[src/rtl/ex_mem_stage_pkg.sv]
// Shared processor definitions for the EX/MEM stage and flag register.
// Widths, flag bit positions, ALU control select bit and flag reset value.
package ex_mem_stage_pkg;

    localparam int DATA_W_DEF     = 8;
    localparam int REG_ADDR_W_DEF = 3;

    localparam int FLAG_Z = 2;
    localparam int FLAG_N = 1;
    localparam int FLAG_C = 0;

    // ALU control bit choosing logic (1) versus adder (0) path
    localparam int CTRL_LOGIC_BIT = 3;

    localparam logic [2:0] FLAG_RST = 3'b100;

endpackage

[src/rtl/ex_mem_stage_flag_reg.sv]
// Architectural Z/N/C flag register with update enable and carry mask.
// Asynchronous active-low reset to FLAG_RST.
module flag_reg
    import ex_mem_stage_pkg::*;
(
    input  logic       clk,
    input  logic       rst_n,
    input  logic       update,
    input  logic       c_update,
    input  logic [2:0] next,
    output logic [2:0] flags
);

    always_ff @(posedge clk or negedge rst_n) begin
        if (!rst_n) begin
            flags <= FLAG_RST;
        end else if (update) begin
            flags[FLAG_Z] <= next[FLAG_Z];
            flags[FLAG_N] <= next[FLAG_N];
            if (c_update) begin
                flags[FLAG_C] <= next[FLAG_C];
            end
        end
    end

endmodule

[src/rtl/ex_mem_stage.sv]
// EX/MEM pipeline register, flag update and optional forwarding path.
// Forwarding is compiled in only when EX_MEM_FWD_EN is defined.
module ex_mem_stage
    import ex_mem_stage_pkg::*;
#(
    parameter int DATA_W     = DATA_W_DEF,
    parameter int REG_ADDR_W = REG_ADDR_W_DEF
) (
    input  logic                  clk,
    input  logic                  rst_n,
    input  logic                  ex_valid,
    input  logic [DATA_W-1:0]     ex_result,
    input  logic                  ex_carryout,
    input  logic [5:0]            ex_ctrl,
    input  logic                  ex_flags_en,
    input  logic [REG_ADDR_W-1:0] ex_rd,
    input  logic                  ex_wb_en,
    input  logic                  ex_mem_rd,
    input  logic                  ex_mem_wr,
    input  logic                  stall,
    input  logic                  flush,
    output logic                  mem_valid,
    output logic [DATA_W-1:0]     mem_result,
    output logic [REG_ADDR_W-1:0] mem_rd,
    output logic                  mem_wb_en,
    output logic                  mem_mem_rd,
    output logic                  mem_mem_wr,
    output logic                  flag_z,
    output logic                  flag_n,
    output logic                  flag_c,
    output logic                  fwd_valid,
    output logic [REG_ADDR_W-1:0] fwd_rd,
    output logic [DATA_W-1:0]     fwd_data
);

    logic       accept;
    logic [2:0] flag_next;
    logic [2:0] flags;
    logic       ctrl_unused;

    assign accept = ex_valid & ~stall & ~flush;

    // Only the arithmetic/logic select bit matters at this stage
    assign ctrl_unused = ^{ex_ctrl[5:CTRL_LOGIC_BIT+1],
                           ex_ctrl[CTRL_LOGIC_BIT-1:0]};

    always_ff @(posedge clk or negedge rst_n) begin
        if (!rst_n) begin
            mem_valid  <= 1'b0;
            mem_result <= '0;
            mem_rd     <= '0;
            mem_wb_en  <= 1'b0;
            mem_mem_rd <= 1'b0;
            mem_mem_wr <= 1'b0;
        end else if (flush || (!stall && !ex_valid)) begin
            mem_valid  <= 1'b0;
            mem_wb_en  <= 1'b0;
            mem_mem_rd <= 1'b0;
            mem_mem_wr <= 1'b0;
        end else if (accept) begin
            mem_valid  <= 1'b1;
            mem_result <= ex_result;
            mem_rd     <= ex_rd;
            mem_wb_en  <= ex_wb_en;
            mem_mem_rd <= ex_mem_rd;
            mem_mem_wr <= ex_mem_wr;
        end
    end

    always_comb begin
        flag_next         = '0;
        flag_next[FLAG_Z] = (ex_result == '0);
        flag_next[FLAG_N] = ex_result[DATA_W-1];
        flag_next[FLAG_C] = ex_carryout;
    end

    flag_reg u_flag_reg (
        .clk      (clk),
        .rst_n    (rst_n),
        .update   (accept & ex_flags_en),
        .c_update (~ex_ctrl[CTRL_LOGIC_BIT]),
        .next     (flag_next),
        .flags    (flags)
    );

    assign flag_z = flags[FLAG_Z];
    assign flag_n = flags[FLAG_N];
    assign flag_c = flags[FLAG_C];

`ifdef EX_MEM_FWD_EN
    // Loads are excluded: their data only exists after the MEM stage
    assign fwd_valid = mem_valid & mem_wb_en & ~mem_mem_rd;
    assign fwd_rd    = mem_rd;
    assign fwd_data  = mem_result;
`else
    assign fwd_valid = 1'b0;
    assign fwd_rd    = '0;
    assign fwd_data  = '0;
`endif

endmodule

[config.mk]
export PLATFORM = sky130hd
export DESIGN_NAME = ex_mem_stage
export DESIGN_NICKNAME = d
export VERILOG_FILES = /design/src/rtl/ex_mem_stage_pkg.sv /design/src/rtl/ex_mem_stage_flag_reg.sv /design/src/rtl/ex_mem_stage.sv
export SDC_FILE = /design/constraint.sdc
export NUM_CORES = 1
export LEC_CHECK = 0
export ABC_AREA = 1
export CORE_MARGIN = 8
export CORE_UTILIZATION = 38
export DETAILED_ROUTE_END_ITERATION = 16
export PLACE_DENSITY = 0.89
export SYNTH_ARGS = -nofsm -noshare
export SYNTH_HDL_FRONTEND = slang
export SYNTH_HIERARCHICAL = 1
export SYNTH_SLANG_ARGS = --single-unit
[constraint.sdc]
create_clock -name clk -period 1.7 [get_ports clk]
set_clock_uncertainty 0.15 [all_clocks]
set_input_delay 0.255 -clock clk [delete_from_list [all_inputs] [get_ports clk]]
set_output_delay 0.255 -clock clk [all_outputs]
set_load 0.02 [all_outputs]
## Yosys cells after proc, flatten, opt, wreduce, memory -nomap -nowiden

Index checks and enable logic that the tools add are counted.

- Register bits: 18
- Bits of input ports: 27
- Output and inout bits: 30
- Word-level logic and storage cells: 31

- Multiplexer cells: 8
- Bitwise operators: 7
- Reduce and logical (&&, ||, !) cells: 8

Operators by type and width:

| kind | count |
|---|---|
| 8-bit zero test | 1 |
| 1-bit two-way mux | 8 |
| 1-bit NOT | 4 |
| 2-bit AND reduction | 2 |
| 1-bit bitwise AND | 3 |
| 1-bit zero test | 2 |
| 2-bit nonzero test | 1 |
| 1-bit logical AND | 1 |
| 1-bit logical OR | 1 |

## Depth between registers and ports, before layout

- Depth after elaboration: 5
- Depth in mapped cells: 7
- Gate-level depth less buffers: 6

## Cells and area by module

The synthesis kept the hierarchy.

Modules (own cells, without submodules):

| module | instances | cells an instance | area each (µm²) | sequential area each (µm²) |
|---|---|---|---|---|
| ex_mem_stage | 1 | 89 | 755.7 | 375.4 |
| flag_reg | 1 | 13 | 117.6 | 76.3 |

## Worst setup path before layout

No wires, ideal clock.

- Path kind: input-to-reg
- From: input port flush
- To: register u_flag_reg.flags[0]
- Setup time: 0.117 ns
- Arrival: 0.925 ns
- Data required time: 1.433 ns
- Slack: 0.508 ns
- Stages: 7
- Path buffers: 1
- Cells stage by stage: nor2_4 -> nand2_4 -> buf_6 -> nor2_2 -> nand2_1 -> nand2_1 -> nand2_1

- Cells in the longest elaborated chain, start to end: 4

Ends and longest elaborated chain:

| element | RTL line | text |
|---|---|---|
| start, declared | ex_mem_stage.sv:21 | `input logic flush,` |
| 1-bit NOT | ex_mem_stage.sv:41 | `assign accept = ex_valid & ~stall & ~flush;` |
| 1-bit bitwise AND | ex_mem_stage.sv:41 |  |
| 1-bit bitwise AND | ex_mem_stage.sv:80 | `.update (accept & ex_flags_en),` |
| 2-bit AND reduction (no line) | - |  |
| end signal, assigned by index | ex_mem_stage_flag_reg.sv:18 | `flags[FLAG_Z] <= next[FLAG_Z];` |
| end signal, assigned by index | ex_mem_stage_flag_reg.sv:19 | `flags[FLAG_N] <= next[FLAG_N];` |
| end signal, assigned by index | ex_mem_stage_flag_reg.sv:21 | `flags[FLAG_C] <= next[FLAG_C];` |
| end, declared | ex_mem_stage_flag_reg.sv:11 | `output logic [2:0] flags` |

No other way between the ends.
A chain may end at the register's enable or synchronous reset.

## Worst setup path after layout

- From: register u_flag_reg.flags[2]
- To: output port flag_z

RTL lines:

| element | RTL line | text |
|---|---|---|
| end, declared | ex_mem_stage.sv:28 | `output logic flag_z,` |

No word-level cell between the ends.

==> impl_metrics.ini <==
[floorplanning]
core_area_mm2 = 0.00219
dieHeight_um = 63.9
io-pin-count = 57
start_util_pct = 39.9
die_area_mm2 = 0.00409
rows = 17
die_w_um = 63.9

[timing]
rsz0062_at_grt = no
finalSetupTns_ns = 0
fin_hold_ws_ns = 0.146
fin_ws_ns = 0.139
drv_slew = 0
fin_crit_ns = 1.56
finalHoldViolCount = 0
clock.fmax_ghz = 0.641
min_period_over_period_pct = 91.8
setup_viol = 0

[logic_synthesis]
synth.distinct_cells = 13
synth_cells = 102
yosysWarnings = 6
synth_top_area_share_pct = 48.7
yosys-top-cells-area = dfrtp_1 (49%), nand2_1 (16%), buf_4 (10%), nand3_1 (8.6%), buf_6 (3.9%)
seq_area_frac_synth_pct = 51.7
synth_top_area_cell = dfrtp_1
syn_area_per_cell_um2 = 8.56
ys_ff_latch = 18
syn_area_um2 = 873

[global_route]
grt_max_degree = 19
antenna_found_initial = 0
grt_use_total_pct = 11.5
grt_pass1_wl_um = 3830
grt_pass1_vias = 815
grt_overflow = 0

[clock_tree]
cts_buffers = 3
clkSinkCount = 18
tritoncts = built
htreeDepth = 1
cts-root-buf = clkbuf_4
cts_setup_buffers = 0
worstSkewPairLatency_ns = 0.28
ctsLongestPathBuffers = 2
cts.reportedPaths.clkPinSlew_ns = 0.10

[worst_setup_path]
arrival_ns = 1.16
crit_family = flip-flops
path_buf_inv = 1
critPathCaptureType = primary output
slowest_stage = dfstp_2
startpoint_type = flop
cp_slowest_stage_delay_ns = 0.54
required_ns = 1.29
path_class = flop to primary output
crit_fanout = 2
worstPathCellList = dlygate4sd2_1

[place]
place_hpwl_um = 1900
dpl_cell_area_mm2 = 0.00125
pre_cts_ws_ns = 0.126
io_buffers = 39
place.gp.congestion = 0.783

[finish]
utilization_pct = 60.0
area.sequential_um2 = 452
layout_commonest_cell = nand2_1
multi_input_area_um2 = 320
drive_gt1_share_pct = 7.59
fillers = 206
final_cell_area_mm2 = 0.00131
finalNetCount = 173
num_antenna_cells = 0
area_growth_pct = 50.4
mostFrequentLayoutCells = nand2_1 (37), clkdlybuf4s50_1 (21), dfrtp_1 (17), dlymetal6s2s_1 (17), nand3_1 (15)

[detailed_routing]
wire_per_inst_um = 14.3
postRouteAntennaNets = 0
drcViolationCount = 0
vias = 766
dr.pass1.iters = 4
via_per_inst = 4.43
drt_iter0_drc = 31
routed_wl_um = 2480

[min_path]
hold_path_class = input pin to asynchronous set/reset pin

[outcome]
status = finished clean

[power]
power-per-cell-area_mw_per_mm2 = 823
ir_drop_mv = 0.466
p_leak_uw = 0.000862

[flow_run]
maxCapViolations = 0
Yosys cell counts:
library cell  instances
nand3_1              15
dfstp_2               1
conb_1                1
nor2_4                1
nand2_4               1
nand2_1              37
nor2_1                6
buf_4                12
nor2_2                1
inv_1                 5
buf_6                 3
dfrtp_1              17
o21ai_0               2
power by group:
group          internal [µW]  switching (µW)  total (µW)
combinational            157             194         351
clock                   91.0             123         214
sequential               486            30.3         516
total                    734             348        1080
logic make-up after synthesis:
| logic type | synth area share [%] |
|---|---|
| simple gates | 30.4 |
| buf+inv | 16.3 |
| flops | 51.7 |
| compound gates | 1.15 |
| other cells | 0.429 |
routing by layer:
metal | GRT usage (%) | vias up | share of wire (%)
met5 | 0 | - | 0
met3 | 4.70 | 2 | 10
met4 | 4.18 | 0 | 0.57
li1 | - | 379 | -
met2 | 19.3 | 39 | 48
met1 | 12.9 | 346 | 42
worst paths after layout:
kind	from	end	slack [ns]	cells after the start
worst max-delay path	u_flag_reg/flags[2]	flag_z	0.14	1
worst min-delay path	rst_n	mem_result[5]	0.15	2
worst max register to register	u_flag_reg/flags[2]	u_flag_reg/flags[2]	0.77	2
worst min register to register	mem_result[7]	mem_result[7]	0.33	2
min in group clk	mem_result[7]	mem_result[7]	0.33	2
max in group asynchronous	rst_n	u_flag_reg/flags[2]	1.00	2
state kept, by name (all words and copies together) (netlist names):
name              cells
mem_wb_en             1
u_flag_reg/flags      3
mem_mem_rd            1
mem_valid             1
mem_rd                3
mem_mem_wr            1
mem_result            8
worst reg2reg max path, stage by stage, from the launching register on:
cell and delay, ns:
dfstp_2 0.54, inv_1 0.03, o21ai_0 0.14
metrics by stage:
stage / std cells / total power [µW]
3_3_place_gp: 169 / 877
2_1_floorplan: 113 / 706
4_1_cts: 173 / 1110
3_5_place_dp: 169 / 889
5_1_grt: 173 / 1150
6_report: 173 / 1080
timing repair:
item / CTS / global route
pin swaps: 0 / 0
cloned: 0 / 0
setup endpoints to repair: 1 / 17
hold endpoints to repair: 0 / 0
hold buffers: 0 / 0
gates resized for setup: 1 / 17
area by class of cell:
cell class	instances	area share, %
flip-flops and latches	18	34.4
repair buffers	43	35.1
clock buffers	4	2.00
well taps	28	2.67
inverters	5	1.43
multi-input cells	75	24.4
(Power assumes the default switching activity.)
